===== config.mk =====
export PLATFORM = sky130hd
export DESIGN_NAME = riscuin_fetch_unit_flat
export DESIGN_NICKNAME = d
export VERILOG_FILES = /design/src/rtl/riscuin_fetch_unit_if.sv /design/src/rtl/riscuin_fetch_unit.sv /design/src/flat_wrapper.sv
export SDC_FILE = /design/constraint.sdc
export NUM_CORES = 1
export LEC_CHECK = 0
export CORE_MARGIN = 4
export CORE_UTILIZATION = 55
export DETAILED_ROUTE_END_ITERATION = 8
export PLACE_DENSITY_LB_ADDON = 0.3
export REMOVE_ABC_BUFFERS = 1
export SLEW_MARGIN = 15
export SYNTH_ARGS = -nofsm -noshare
export SYNTH_HDL_FRONTEND = slang
export SYNTH_SLANG_ARGS = --single-unit

===== constraint.sdc =====
create_clock -name clk -period 2.8 [get_ports clk]
set_input_delay 0.56 -clock clk [delete_from_list [all_inputs] [get_ports clk]]
set_output_delay 0.56 -clock clk [all_outputs]
set_load 0.005 [all_outputs]

===== src/rtl/riscuin_fetch_unit_if.sv =====
// Fetch-unit bus bundle: instruction-memory request/grant/valid port, execute
// redirect, and the decoder-side valid/ready instruction stream.
// master = fetch unit side, slave = environment (memory, execute, decoder).
interface riscuin_fetch_unit_if #(
  parameter int unsigned INSTR_ADDR_WIDTH = 10
);
  // Instruction memory port
  logic                        imem_req;
  logic [INSTR_ADDR_WIDTH-1:0] imem_addr;
  logic                        imem_gnt;
  logic                        imem_valid;
  logic [31:0]                 imem_rdata;
  // Redirect from execute
  logic                        redirect;
  logic [INSTR_ADDR_WIDTH-1:0] redirect_pc;
  // Decoder stream
  logic                        instr_valid;
  logic                        instr_ready;
  logic [31:0]                 instr;
  logic [INSTR_ADDR_WIDTH-1:0] instr_pc;
  logic                        pc_end;

  modport master (
    output imem_req, imem_addr, instr_valid, instr, instr_pc, pc_end,
    input  imem_gnt, imem_valid, imem_rdata, redirect, redirect_pc, instr_ready
  );

  modport slave (
    input  imem_req, imem_addr, instr_valid, instr, instr_pc, pc_end,
    output imem_gnt, imem_valid, imem_rdata, redirect, redirect_pc, instr_ready
  );
endinterface


===== src/rtl/riscuin_fetch_unit.sv =====
// Instruction-fetch front end: single-outstanding request/grant/valid fetch
// port feeding a FIFO_DEPTH-entry prefetch FIFO of {instr, pc} pairs.
// A redirect flushes the FIFO and discards any response still in flight.
// Optional macro RISCUIN_FETCH_BYPASS_EN: when the FIFO is empty, a returning
// response is presented to the decoder in the same cycle (1-cycle latency).
module riscuin_fetch_unit #(
  parameter int unsigned                 INSTR_ADDR_WIDTH = 10,
  parameter int unsigned                 FIFO_DEPTH       = 4,
  parameter logic [INSTR_ADDR_WIDTH-1:0] RESET_PC         = '0,
  parameter logic [INSTR_ADDR_WIDTH-1:0] END_ADDR         = '1
) (
  input  logic                 clk,
  input  logic                 rst,
  riscuin_fetch_unit_if.master fetch_bus
);

  localparam int unsigned PTR_W = $clog2(FIFO_DEPTH);
  localparam int unsigned CNT_W = PTR_W + 1;
  localparam int unsigned SUM_W = CNT_W + 1;

  typedef logic [INSTR_ADDR_WIDTH-1:0] pc_t;

  typedef struct packed {
    logic [31:0] instr;
    pc_t         pc;
  } entry_t;

  // Fetch-side state
  pc_t        r_fetch_pc;
  pc_t        r_issued_pc;
  logic       r_outstanding;
  logic       r_drop;
  logic       r_stop;
  logic       r_pc_end;

  // Prefetch FIFO
  entry_t           r_mem [FIFO_DEPTH];
  logic [PTR_W-1:0] r_wr_ptr;
  logic [PTR_W-1:0] r_rd_ptr;
  logic [CNT_W-1:0] r_count;

  logic [SUM_W-1:0] w_inflight;
  logic             w_credit_ok;
  logic             w_req;
  logic             w_xfer;
  logic             w_rsp;
  logic             w_rsp_keep;
  logic             w_fifo_empty;
  logic             w_bypass;
  logic             w_push;
  logic             w_pop;
  logic             w_fifo_pop;
  logic             w_instr_valid;
  logic [31:0]      w_instr;
  pc_t              w_instr_pc;

  // Credit: FIFO entries plus the in-flight request must fit in the FIFO,
  // so a response can always be pushed without checking for full.
  assign w_inflight  = SUM_W'(r_count) + SUM_W'(r_outstanding);
  assign w_credit_ok = (w_inflight < SUM_W'(FIFO_DEPTH));

  // A new request may overlap the cycle in which the current one returns.
  assign w_req = rst & ~r_stop & ~fetch_bus.redirect
               & (~r_outstanding | (fetch_bus.imem_valid & ~r_drop))
               & w_credit_ok;

  assign w_xfer       = w_req & fetch_bus.imem_gnt;
  assign w_rsp        = r_outstanding & fetch_bus.imem_valid;
  assign w_rsp_keep   = w_rsp & ~r_drop & ~fetch_bus.redirect;
  assign w_fifo_empty = (r_count == '0);

`ifdef RISCUIN_FETCH_BYPASS_EN
  assign w_bypass = w_rsp_keep & w_fifo_empty;
`else
  assign w_bypass = 1'b0;
`endif

  // Decoder-facing head: FIFO entry first, else the bypassed response.
  always_comb begin
    // NOTE: every output gets a default first so no path can infer a latch.
    w_instr_valid = 1'b0;
    w_instr       = '0;
    w_instr_pc    = '0;
    if (!w_fifo_empty) begin
      w_instr_valid = 1'b1;
      w_instr       = r_mem[r_rd_ptr].instr;
      w_instr_pc    = r_mem[r_rd_ptr].pc;
    end else if (w_bypass) begin
      w_instr_valid = 1'b1;
      w_instr       = fetch_bus.imem_rdata;
      w_instr_pc    = r_issued_pc;
    end
  end

  // A pop in a redirect cycle is void; a bypassed word consumed by the
  // decoder never enters the FIFO.
  assign w_pop      = w_instr_valid & fetch_bus.instr_ready & ~fetch_bus.redirect;
  assign w_fifo_pop = w_pop & ~w_fifo_empty;
  assign w_push     = w_rsp_keep & ~(w_bypass & fetch_bus.instr_ready);

  assign fetch_bus.imem_req    = w_req;
  assign fetch_bus.imem_addr   = r_fetch_pc;
  assign fetch_bus.instr_valid = w_instr_valid;
  assign fetch_bus.instr       = w_instr;
  assign fetch_bus.instr_pc    = w_instr_pc;
  assign fetch_bus.pc_end      = r_pc_end;

  // Fetch PC, outstanding/drop tracking, end-of-program stop and pc_end flag.
  always_ff @(posedge clk) begin
    // NOTE: non-blocking assignments so every register sees pre-edge values.
    if (!rst) begin
      r_fetch_pc    <= RESET_PC;
      r_issued_pc   <= RESET_PC;
      r_outstanding <= 1'b0;
      r_drop        <= 1'b0;
      r_stop        <= 1'b0;
      r_pc_end      <= 1'b0;
    end else begin
      if (fetch_bus.redirect) begin
        r_fetch_pc <= fetch_bus.redirect_pc;
        r_stop     <= 1'b0;
      end else if (w_xfer) begin
        r_fetch_pc <= r_fetch_pc + 1'b1;
        if (r_fetch_pc == END_ADDR) begin
          r_stop <= 1'b1;
        end
      end

      if (w_xfer) begin
        r_outstanding <= 1'b1;
        r_issued_pc   <= r_fetch_pc;
      end else if (w_rsp) begin
        r_outstanding <= 1'b0;
      end

      if (fetch_bus.redirect && r_outstanding && !fetch_bus.imem_valid) begin
        r_drop <= 1'b1;
      end else if (w_rsp && r_drop) begin
        r_drop <= 1'b0;
      end

      if (fetch_bus.redirect) begin
        r_pc_end <= 1'b0;
      end else if (w_pop && (w_instr_pc == END_ADDR)) begin
        r_pc_end <= 1'b1;
      end
    end
  end

  // FIFO pointers and occupancy; redirect empties the FIFO.
  always_ff @(posedge clk) begin
    if (!rst || fetch_bus.redirect) begin
      r_wr_ptr <= '0;
      r_rd_ptr <= '0;
      r_count  <= '0;
    end else begin
      if (w_push) begin
        r_wr_ptr <= r_wr_ptr + 1'b1;
      end
      if (w_fifo_pop) begin
        r_rd_ptr <= r_rd_ptr + 1'b1;
      end
      case ({w_push, w_fifo_pop})
        2'b10:   r_count <= r_count + 1'b1;
        2'b01:   r_count <= r_count - 1'b1;
        default: r_count <= r_count;
      endcase
    end
  end

  // FIFO storage write port.
  always_ff @(posedge clk) begin
    // NOTE: storage is not reset; r_count alone decides which entries are live.
    if (w_push) begin
      r_mem[r_wr_ptr] <= '{instr: fetch_bus.imem_rdata, pc: r_issued_pc};
    end
  end

endmodule


===== src/flat_wrapper.sv =====
// flat-port wrapper written by rule: the top's interface ports become plain ports
module riscuin_fetch_unit_flat 
#(
  parameter int unsigned                 INSTR_ADDR_WIDTH = 10,
  parameter int unsigned                 FIFO_DEPTH       = 4,
  parameter logic [INSTR_ADDR_WIDTH-1:0] RESET_PC         = '0,
  parameter logic [INSTR_ADDR_WIDTH-1:0] END_ADDR         = '1
)
  (clk, rst, fetch_bus_imem_req, fetch_bus_imem_addr, fetch_bus_instr_valid, fetch_bus_instr, fetch_bus_instr_pc, fetch_bus_pc_end, fetch_bus_imem_gnt, fetch_bus_imem_valid, fetch_bus_imem_rdata, fetch_bus_redirect, fetch_bus_redirect_pc, fetch_bus_instr_ready);
  riscuin_fetch_unit_if #(.INSTR_ADDR_WIDTH(INSTR_ADDR_WIDTH)) fetch_bus_i ();
  input  logic clk;
  input  logic rst;
  output wire logic [$bits(fetch_bus_i.imem_req)-1:0] fetch_bus_imem_req;
  output wire logic [$bits(fetch_bus_i.imem_addr)-1:0] fetch_bus_imem_addr;
  output wire logic [$bits(fetch_bus_i.instr_valid)-1:0] fetch_bus_instr_valid;
  output wire logic [$bits(fetch_bus_i.instr)-1:0] fetch_bus_instr;
  output wire logic [$bits(fetch_bus_i.instr_pc)-1:0] fetch_bus_instr_pc;
  output wire logic [$bits(fetch_bus_i.pc_end)-1:0] fetch_bus_pc_end;
  input wire logic [$bits(fetch_bus_i.imem_gnt)-1:0] fetch_bus_imem_gnt;
  input wire logic [$bits(fetch_bus_i.imem_valid)-1:0] fetch_bus_imem_valid;
  input wire logic [$bits(fetch_bus_i.imem_rdata)-1:0] fetch_bus_imem_rdata;
  input wire logic [$bits(fetch_bus_i.redirect)-1:0] fetch_bus_redirect;
  input wire logic [$bits(fetch_bus_i.redirect_pc)-1:0] fetch_bus_redirect_pc;
  input wire logic [$bits(fetch_bus_i.instr_ready)-1:0] fetch_bus_instr_ready;
  assign fetch_bus_imem_req = fetch_bus_i.imem_req;
  assign fetch_bus_imem_addr = fetch_bus_i.imem_addr;
  assign fetch_bus_instr_valid = fetch_bus_i.instr_valid;
  assign fetch_bus_instr = fetch_bus_i.instr;
  assign fetch_bus_instr_pc = fetch_bus_i.instr_pc;
  assign fetch_bus_pc_end = fetch_bus_i.pc_end;
  assign fetch_bus_i.imem_gnt = fetch_bus_imem_gnt;
  assign fetch_bus_i.imem_valid = fetch_bus_imem_valid;
  assign fetch_bus_i.imem_rdata = fetch_bus_imem_rdata;
  assign fetch_bus_i.redirect = fetch_bus_redirect;
  assign fetch_bus_i.redirect_pc = fetch_bus_redirect_pc;
  assign fetch_bus_i.instr_ready = fetch_bus_instr_ready;
  riscuin_fetch_unit #(.INSTR_ADDR_WIDTH(INSTR_ADDR_WIDTH), .FIFO_DEPTH(FIFO_DEPTH), .RESET_PC(RESET_PC), .END_ADDR(END_ADDR)) u_core (.clk(clk), .rst(rst), .fetch_bus(fetch_bus_i));
endmodule

; Word level (Yosys, flattened, before mapping)
; Memory sizes are Yosys's and may differ from the RTL's. A register that Yosys moved wholly into a read port is not among the register bits.
; Index checks and enable logic that the tools add are counted.
[totals]
reg_bits = 31
mem_bits_rw = 168
input_bits = 48
memories = 1
[memory_table]
columns = name, depth, word_bits, rd, rd_clocked_by_memory_dff, wr, line_no
row1 = u_core.r_mem, 4, 42, 1, 1, 1, riscuin_fetch_unit.sv:37  ; entry_t r_mem [FIFO_DEPTH];
[classes]
addsub = 6
order_cmp = 1
eq_ne = 4
mux = 14
n_bitwise = 19
n_reduce_logical = 14
[ops]
columns = cell, n
row1 = $mux W32, 1
row2 = $mux W10, 3
row3 = $eq A10 B10 Y1 const B, 2
row4 = $and A1 B1 Y1, 12
row5 = $add A10 B1 Y10 const B, 1
row6 = $reduce_bool A2 Y1, 4
row7 = $mux W1, 7
row8 = $not A1 Y1, 6
row9 = $pmux W3 S2, 1
row10 = $add A2 B1 Y2 const B, 2
row11 = $add A3 B1 Y4, 1
row12 = $logic_and A1 B1 Y1, 4
row13 = $lt A4 B3 Y1 const B, 1
row14 = $mux W2, 2
row15 = $add A3 B1 Y3 const B, 1
row16 = $logic_not A3 Y1, 1
row17 = $sub A3 B1 Y3 const B, 1
row18 = $eq A2 B1 Y1 const B, 1
row19 = $eq A2 B2 Y1 const B, 1
row20 = $logic_not A1 Y1, 2
row21 = $reduce_and A2 Y1, 1
row22 = $reduce_or A2 Y1, 1
row23 = $logic_or A1 B1 Y1, 1
row24 = $or A1 B1 Y1, 1

; Depth between registers and ports, before layout
; Gate-level depths: netlist of run 1.
[logic_depth]
ltp_word = 8
mapped_depth = 9

; Worst setup path after synthesis of run 1
; Ideal clock, no wire load.
[synth_path]
kind = input port to flip-flop
from = in fetch_bus_imem_valid
to = mem u_core.r_mem[1][0] (netlist bit) (enable)
setup_ps = 403
t_arrival_ps = 2164
path_slack_ps = 233
cell_stages = 3
cell_sequence = nand2_1 nor3_1 and2_1
[synth_via]
elab_chain_len = 5
[synth_rtl]
columns = item, line_no
row1 = start: declaration, flat_wrapper.sv:20  ; input wire logic [$bits(fetch_bus_i.imem_valid)-1:0] fetch_bus_imem_valid;
row2 = $and A1 B1 Y1, riscuin_fetch_unit.sv:68  ; assign w_rsp = r_outstanding & fetch_bus.imem_valid;
row3 = $and A1 B1 Y1 (2 in series), riscuin_fetch_unit.sv:69  ; assign w_rsp_keep = w_rsp & ~r_drop & ~fetch_bus.redirect;
row4 = $mux W1, riscuin_fetch_unit.sv:174  ; if (w_push) begin
row5 = $mux W1 (implied by the code), riscuin_fetch_unit.sv:175  ; r_mem[r_wr_ptr] <= '{instr: fetch_bus.imem_rdata, pc: r_issued_pc};
row6 = end: declaration, riscuin_fetch_unit.sv:37
; No other way between the ends.

==> results of run 1 <==
## worst reg2reg max path, cell delays in order (launching register included)
cell     delay, ns
dfxtp_1       0.44
nor3_2        0.12
nor3b_1       0.29
ha_1          0.24
inv_1         0.06
fa_1          0.38
xor2_1        0.16
or3_1         0.30
a21oi_1       0.14
## synthesized netlist by cell type
cell type / n
nor2_1: 12
nand3_1: 6
nand4_4: 1
fa_1: 1
or3_1: 2
a22oi_1: 2
o311ai_0: 1
a32oi_1: 1
nor2b_1: 42
and2_1: 4
nor3b_1: 2
nor3_1: 4
nand2_1: 39
inv_1: 15
o41ai_1: 3
buf_2: 5
nand4_1: 4
and3_1: 3
or2_2: 1
or4_4: 1
edfxtp_1: 168
o311a_1: 2
o21a_1: 4
nand2b_1: 2
mux2i_1: 1
clkbuf_1: 13
nor2b_4: 1
o22ai_1: 1
mux4_2: 42
xor2_1: 3
dfxtp_1: 33
nor4_1: 1
buf_4: 1
ha_1: 6
a21oi_1: 20
xnor2_1: 3
o21ai_0: 6
a31oi_1: 2
## timing repair
action                                  CTS  global route
buffers inserted                          4            12
cloned                                    1             0
hold buffers                              0             0
endpoints found under the setup margin   35            20
resized for setup                        21            13
## layer usage
metal,up-vias,share of wire
met1,2223,0.41
met5,-,0
li1,2060,-
met4,0,0.0091
met3,13,0.068
met2,147,0.51
## placed cells by master (no fill, tap or decap), drive strengths merged, types with 2 or more instances in the layout
cell type	netlist	final
edfxtp	168	168
clkdlybuf4s50	0	71
nor2b	43	43
mux4	42	42
buf	6	40
nand2	39	39
dfxtp	33	33
clkbuf	13	23
a21oi	20	20
dlygate4sd2	0	20
inv	15	16
nor2	12	12
dlymetal6s2s	0	11
clkinv	0	8
nand3	6	6
o21ai	6	6
ha	6	6
nand4	5	5
and2	4	4
o21a	4	4
nor3	4	4
o41ai	3	3
and3	3	3
xnor2	3	3
xor2	3	3
nor3b	2	2
a31oi	2	2
o311a	2	2
a22oi	2	2
or3	2	2
nand2b	2	2
bufinv	0	2
clkinvlp	0	2
## power by group
group / internal (mW) / switching (mW)
combinational: 0.115 / 0.0829
sequential: 3.25 / 0.0215
clock: 1.55 / 1.04
## path summary, 6_finish.rpt
| kind | to | slack [ns] | cells past startpoint |
|---|---|---|---|
| max | fetch_bus_instr_pc[8] | 0.06 | 4 |
| min | u_core.r_issued_pc[1] | 0.51 | 2 |
| max reg2reg | u_core.r_count[2] | 0.61 | 8 |
| min reg2reg | u_core.r_issued_pc[1] | 0.51 | 2 |
## final cells by class
cell class | instances | area share
clock buffer | 23 | 0.0521
sequential | 201 | 0.559
multi-input combinational | 223 | 0.200
inverter | 15 | 0.00551
timing repair buffer | 143 | 0.150
clock inverter | 13 | 0.0114
tap | 180 | 0.0220
## state kept, by name (all words and copies together), names as in the netlist, named ones only
| register | cells |
|---|---|
| u_core.fetch_bus.imem_addr | 10 |
| u_core.fetch_bus.pc_end | 1 |
| u_core.r_count | 3 |
| u_core.r_drop | 1 |
| u_core.r_issued_pc | 10 |
| u_core.r_mem | 168 |
| u_core.r_outstanding | 1 |
| u_core.r_rd_ptr | 2 |
| u_core.r_stop | 1 |
| u_core.r_wr_ptr | 2 |
## metrics by stage
stage	instance area (µm²)	setup TNS (ns)	utilization	hold WS (ns)
3_3_place_gp	9370	0	0.673	0.468
2_1_floorplan	7790	-26.82	-	0.444
6_report	10200	0	0.734	0.508
4_1_cts	10100	-0.0202	0.722	0.515
5_1_grt	10200	-0.0760	0.734	0.527
3_5_place_dp	9370	0	0.673	0.490
## cell families after synthesis
kind of cell | Yosys count | share of synthesized area
buffers and inverters | 34 | 0.0175
XOR/XNOR | 6 | 0.00667
multiplexers | 43 | 0.121
flip-flops | 201 | 0.724
AND/OR/NAND/NOR | 125 | 0.0853
adder cells (fa/ha/maj) | 7 | 0.0121
AO/OA/AOI/OAI | 42 | 0.0327
==> metrics.md, run 1 <==
| Metric | Value |
|---|---|
| Critical path data arrival time | 2.18 ns |
| Met1 usage in global routing | 0.269 |
| Core Area | 13,900 µm² |
| Final number of setup-violating endpoints | 0 |
| ANT cells | 0 |
| Via count of the routed design | 4,443 |
| Minimum period implied by the final worst setup slack | 2.74 ns |
| Post-DR vias/cell | 5.57 |
| Antenna Violating Nets Remaining | 0 |
| Crit Reg-Reg Startpoint | u_core.r_count[2] |
| Wire length of the first global-routing pass | 25,100 µm |
| Worst voltage drop across the vdd grid | 415 µV |
| # DRC | 0 |
| Crit path max fanout | 8 |
| Total count of max-transition violations in the final report | 0 |
| Nature of the critical path startpoint | register |
| Final HPWL DP | 9640 µm |
| Number of H-tree branching levels | 1 |
| Floorplan die height | 128 µm |
| Number of warnings reported in the yosys synthesis log | 0 |
| Dominant delay contributor by cell family on the critical path | buffers and inverters |
| Maximum buffer depth of the clock tree | 3 |
| Worst Setup Path Type | reg -> out |
| Flip-flop and latch count after synthesis | 201 |
| Most heavily used metal layer in global routing | met2 |
| Data required time of the critical path | 2.24 ns |
| Cells after DPL | 745 |
| Hold path start | u_core.r_issued_pc[1] |
| Buffers on Ports | 102 |
| Max Clock Skew | 0.00846 ns |
| Worst slack, placed | 0.0303 ns |
| Number of clock sinks | 201 |
| Cell leakage power | 3.52 nW |
| Total of fill cells in the finished design | 834 |
| Setup repair after global routing missed its margin | true |
| Least-Margin Pin Slew | 0.482 ns |
| Maximum number of pins on one net before global-route repair | 44 |
| Clock tree root buffer cell | clkbuf_16 |
| Share of the synthesized area in the top cell type | 0.641 |
| Number of hold-slack violations in the final timing report | 0 |
| Sequential share of the synthesized area | 0.724 |
| Post-synthesis to final-layout area growth | 29.8% |
| Average size of a mapped cell | 17.2 µm² |
| Initial core utilization | 0.565 |
| Routed wire length | 15,700 µm |
| Series of cell instances along the critical path | buf_6 -> mux4_2 -> nor2b_1 -> clkdlybuf4s50_1 |
| HP Class | reg -> reg |
| Remaining global-route overflow | 0 |
| Yosys cell types | 38 |
| Ranking of synthesized cells by area | edfxtp_1 64%, mux4_2 12%, dfxtp_1 8.4% |
| Die extent in x | 128 µm |
| CTS tree | yes |
| Total power density per cell area | 592 nW/µm² |
| Total number of nets in the final design | 659 |
| Share of layout cells above drive strength 1 | 0.197 |
| Router iterations before antenna repair | 5 |
| First-iteration detailed-routing DRC count | 328 |
| Cts bufs inserted | 20 |
| Detailed-route wire length per cell | 19.7 µm |
| Post-route insts no fill | 798 |
| Area occupied by multi-input gates | 2040 µm² |
| Global-route met3 utilization | 0.0367 |
| Fraction of the cycle the final worst path needs | 0.977 |
| Worst skew pair latency | 0.47 ns |
| Number of global-route vias before repair | 4,721 |
| Highest-delay cell along the critical path | mux4_2 |
| Outcome | finished, final reports clean |
| Number of maximum-capacitance violations | 0 |
| Max stage delay on crit path | 0.50 ns |
| Crit path buffers/inverters | 2 |
| Final Power | 6.06 mW |
| Placement row count | 43 |
| Cell area after synthesis | 7880 µm² |
| Grt met2 use | 0.339 |
| Overall die area | 16,300 µm² |
| Nature of the critical path endpoint | output port |
| Antenna violations before repair | 0 |
| Leading area contributor after synthesis | edfxtp_1 |
| Sequential cell area | 5710 µm² |
| Placer Congestion | 0.818 |
| Worst slew margin | 0.678 |
| Peak clock frequency supported by timing | 366 MHz |
| Post-route worst setup slack | 0.0641 ns |
| Clock slew at reported path FFs | 0.06 ns |
| Overall Global Routing Usage | 0.196 |
| Cells after synthesis | 458 |
| Ports placed on the boundary | 103 |
(Power assumes the default switching activity.)
==> inputs of run 2 (changes only) <==
GPL_ROUTABILITY_DRIVEN = 1   (was not set)
==> results of run 2 <==
The final DEF is identical to that of run 1; final timing and power are the same.
==> inputs of run 3 (changes only) <==
ABC_AREA = 1   (was not set)
==> run 3 against run 2 <==
Net effect:
- final cell count rose by 34%
- largest power group unchanged
- design area increased by 2.2%
- largest cell class unchanged
- clock power grew 14%
- worst setup slack improved by 0.014 ns
==> metrics.md, run 3 <==
| Metric | Value |
|---|---|
| Number of maximum-capacitance violations | 0 (unchanged) |
| Worst skew pair latency | 0.48 ns (was 0.47 ns) |
| Cell area after synthesis | 8290 µm² (was 7880 µm²) |
| Cells after synthesis | 765 (was 458) |
| Nature of the critical path endpoint | output port (unchanged) |
| Critical path data arrival time | 2.16 ns (was 2.18 ns) |
| Leading area contributor after synthesis | edfxtp_1 (unchanged) |
| Most instantiated cells after synthesis | 168 x edfxtp_1, 148 x nor2_1, 113 x nand2_1, 77 x o21ai_0, 68 x a21oi_1 (was 168 x edfxtp_1, 42 x mux4_2, 42 x nor2b_1, 39 x nand2_1, 33 x dfxtp_1) |
| Crit path max fanout | 28 (was 8) |
| Total power density per cell area | 615 nW/µm² (was 592 nW/µm²) |
| Antenna Violating Nets Remaining | 0 (unchanged) |
| Top reg by flops | u_core.r_mem (unchanged) |
| CTS tree | yes (unchanged) |
| Worst voltage drop across the vdd grid | 458 µV (was 415 µV) |
| Placement row count | 44 (was 43) |
| Antenna violations before repair | 0 (unchanged) |
| RR Endpoint | u_core.r_count[2] (unchanged) |
| Initial core utilization | 0.566 (was 0.565) |
| Yosys cell types | 36 (was 38) |
| Flip-flop and latch count after synthesis | 201 (unchanged) |
| Cell leakage power | 3.83 nW (was 3.52 nW) |
| Ranking of synthesized cells by area | edfxtp_1 61%, dfxtp_1 8.0%, nor2_1 6.7% (was edfxtp_1 64%, mux4_2 12%, dfxtp_1 8.4%) |
| Leading cell type in the layout, fill and taps excluded | edfxtp_1 (unchanged) |
| Outcome | finished, final reports clean (unchanged) |
| Worst slack, placed | 0.132 ns (was 0.0303 ns) |
| Fraction of the cycle the final worst path needs | 0.972 (was 0.977) |
| Maximum buffer depth of the clock tree | 3 (unchanged) |
| Peak clock frequency supported by timing | 367 MHz (was 366 MHz) |
| Cells on Worst Hold Path | 2 (unchanged) |
| ANT cells | 0 (unchanged) |
| Routed wire length | 18,100 µm (was 15,700 µm) |
| Crit Reg-Reg Startpoint | u_core.r_count[2] (unchanged) |
| Maximum number of pins on one net before global-route repair | 64 (was 44) |
| Post-route insts no fill | 1,073 (was 798) |
| Clock slew at reported path FFs | 0.06 ns (about the same) |
| Most common flop cell mapped by yosys | edfxtp_1 (unchanged) |
| Post-route worst setup slack | 0.0781 ns (was 0.0641 ns) |
| Final number of setup-violating endpoints | 0 (unchanged) |
| Worst Setup Path Type | reg -> out (unchanged) |
| Placer Congestion | 0.846 (was 0.818) |
| Post-synthesis to final-layout area growth | 26.0% (was 29.8%) |
| Share of layout cells above drive strength 1 | 0.0855 (was 0.197) |
| Standard cell area after detailed placement | 9610 µm² (was 9370 µm²) |
| Max Clock Skew | 0.00812 ns (was 0.00846 ns) |
| Worst slew margin | 0.704 (was 0.678) |
| Highest-count cells in the layout ignoring fill and taps | 168 x edfxtp_1, 144 x nor2_1, 113 x nand2_1 (was 168 x edfxtp_1, 71 x clkdlybuf4s50_1, 42 x mux4_2, 42 x nor2b_1, 39 x nand2_1) |
| Router iterations before antenna repair | 5 (unchanged) |
| Post-CTS Setup Repair Bufs | 0 (was 4) |
| Nature of the critical path startpoint | register (unchanged) |
| Total of fill cells in the finished design | 962 (was 834) |
| Cells after DPL | 1,036 (was 745) |
| Number of warnings reported in the yosys synthesis log | 0 (unchanged) |
| Number of clock sinks | 201 (unchanged) |
| Final HPWL DP | 11,000 µm (was 9640 µm) |
| Total count of max-transition violations in the final report | 0 (unchanged) |
| Average size of a mapped cell | 10.8 µm² (was 17.2 µm²) |
| Cts bufs inserted | 20 (unchanged) |
| Async set or reset register ratio after synthesis | 0 (unchanged) |
| Share of the synthesized area in the top cell type | 0.608 (was 0.641) |
| Via count of the routed design | 5,827 (was 4,443) |
| TNS Setup | 0 ns (unchanged) |
| Ports placed on the boundary | 103 (unchanged) |
| Most frequent cell after synthesis | edfxtp_1 (unchanged) |
| # DRC | 0 (unchanged) |
| Overall die area | 17,100 µm² (was 16,300 µm²) |
| Overall Global Routing Usage | 0.209 (was 0.196) |
| Floorplan die height | 131 µm (was 128 µm) |
| Detailed-route wire length per cell | 16.9 µm (was 19.7 µm) |
| Minimum period implied by the final worst setup slack | 2.72 ns (was 2.74 ns) |
| First-iteration detailed-routing DRC count | 494 (was 328) |
| Setup repair after global routing missed its margin | false (was true) |
| Number of global-route vias before repair | 5,977 (was 4,721) |
| Clock tree root buffer cell | clkbuf_16 (unchanged) |
| Capture endpoint of the worst hold path | u_core.fetch_bus.pc_end (was u_core.r_issued_pc[1]) |
| Flip-flop count of the largest register, all copies and words added | 168 (unchanged) |
| Post-synth EDFFs | 168 (unchanged) |
| Core Area | 14,600 µm² (was 13,900 µm²) |
| Number of hold-slack violations in the final timing report | 0 (unchanged) |
| Buffers on Ports | 102 (unchanged) |
| Sequential share of the synthesized area | 0.688 (was 0.724) |
| Post-DR vias/cell | 5.43 (was 5.57) |
| Wire length of the first global-routing pass | 28,400 µm (was 25,100 µm) |
| Hold path start | u_core.fetch_bus.pc_end (was u_core.r_issued_pc[1]) |
| HP Class | reg -> reg (unchanged) |
| Post-route cell area | 10,400 µm² (was 10,200 µm²) |
| Number of H-tree branching levels | 1 (unchanged) |
| Least-Margin Pin Slew | 0.444 ns (was 0.482 ns) |
| Data required time of the critical path | 2.24 ns (about the same) |
| Flop2flop setup slack | 0.83 ns (was 0.61 ns) |
| Die extent in x | 131 µm (was 128 µm) |
| Total number of nets in the final design | 930 (was 659) |
| Remaining global-route overflow | 0 (unchanged) |
| Cells on worst reg2reg path | 9 (was 8) |
## run 3: changes by cell type after synthesis, sizes merged, moves of 4 or more
cell and change:
nand3 +25, nand2 +75, a21oi +49, buf +18
nor2 +136, mux4 -42, inv +49, o21ai +73
nand4 -4, nor2b -43, and2 -4
## run 3: through the flow
stage	power [mW]	hold slack, ns	utilization
after CTS	6.47	0.478	0.709
final	6.43	0.474	0.714
after floorplan	3.41	0.436	-
after detailed placement	3.55	0.466	0.656
after global routing	6.61	0.509	0.714
after global placement	3.54	0.443	0.656
## run 3: critical path, cell delays in order (launching register included)
cell and delay (ns):
dfxtp_4 0.41, inv_2 0.07, buf_4 0.22, nand2_1 0.10, nand3_1 0.10, a21oi_1 0.23, clkdlybuf4s50_1 0.55
## run 3: cell families after synthesis
logic type | synth area share
AOI/OAI and AO/OA | 0.0943
muxes | 0.00136
xor gates and xnor gates | 0.00528
DFF | 0.688
adders and majority gates | 0.0115
and+or+nand+nor | 0.144
buffers and inverters | 0.0558
## run 3: what timing repair did
item / 4_1_cts / 5_1_grt
resized for setup: 0 / 13
setup endpoints to repair: 2 / 41
cloned: 0 / 1
hold buffers: 0 / 0
## run 3: how the worst max path moves through the flow
stage	start	endpoint	depth (start not counted)
after floorplan	register	fetch_bus_instr_pc[0]	4
after global placement	fetch_bus_redirect	fetch_bus_imem_req	7
after detailed placement	fetch_bus_redirect	u_core.r_count[2]	11
after CTS	u_core.r_count[2]	fetch_bus_instr[8]	6
after global routing	u_core.r_count[2]	fetch_bus_instr[4]	6
final	register	fetch_bus_instr_pc[4]	6
## run 3: final cells by class
type / instances / area [µm²] / share of cell area
Tap cell: 184 / 230 / 0.0220
Clock inverter: 3 / 46.3 / 0.00443
Clock buffer: 33 / 726 / 0.0695
Inverter: 65 / 251 / 0.0241
Timing Repair Buffer: 124 / 1310 / 0.126
Sequential cell: 201 / 5710 / 0.547
Multi-Input combinational cell: 463 / 2170 / 0.208
## run 3: report_power, final
part | switching (mW) | internal [mW]
Combinational | 0.102 | 0.112
Sequential | 0.0218 | 3.25
Clock | 1.07 | 1.87
Total | 1.19 | 5.24
## run 3: per-layer routing
layer / share of wire / wire length, µm / vias up / track usage
met5: 0 / 0 / - / 0
met4: 0.017 / 302 / 0 / 0.0575
met3: 0.061 / 1100 / 28 / 0.0317
met2: 0.52 / 9340 / 198 / 0.381
met1: 0.41 / 7370 / 2786 / 0.260
li1: - / - / 2815 / -
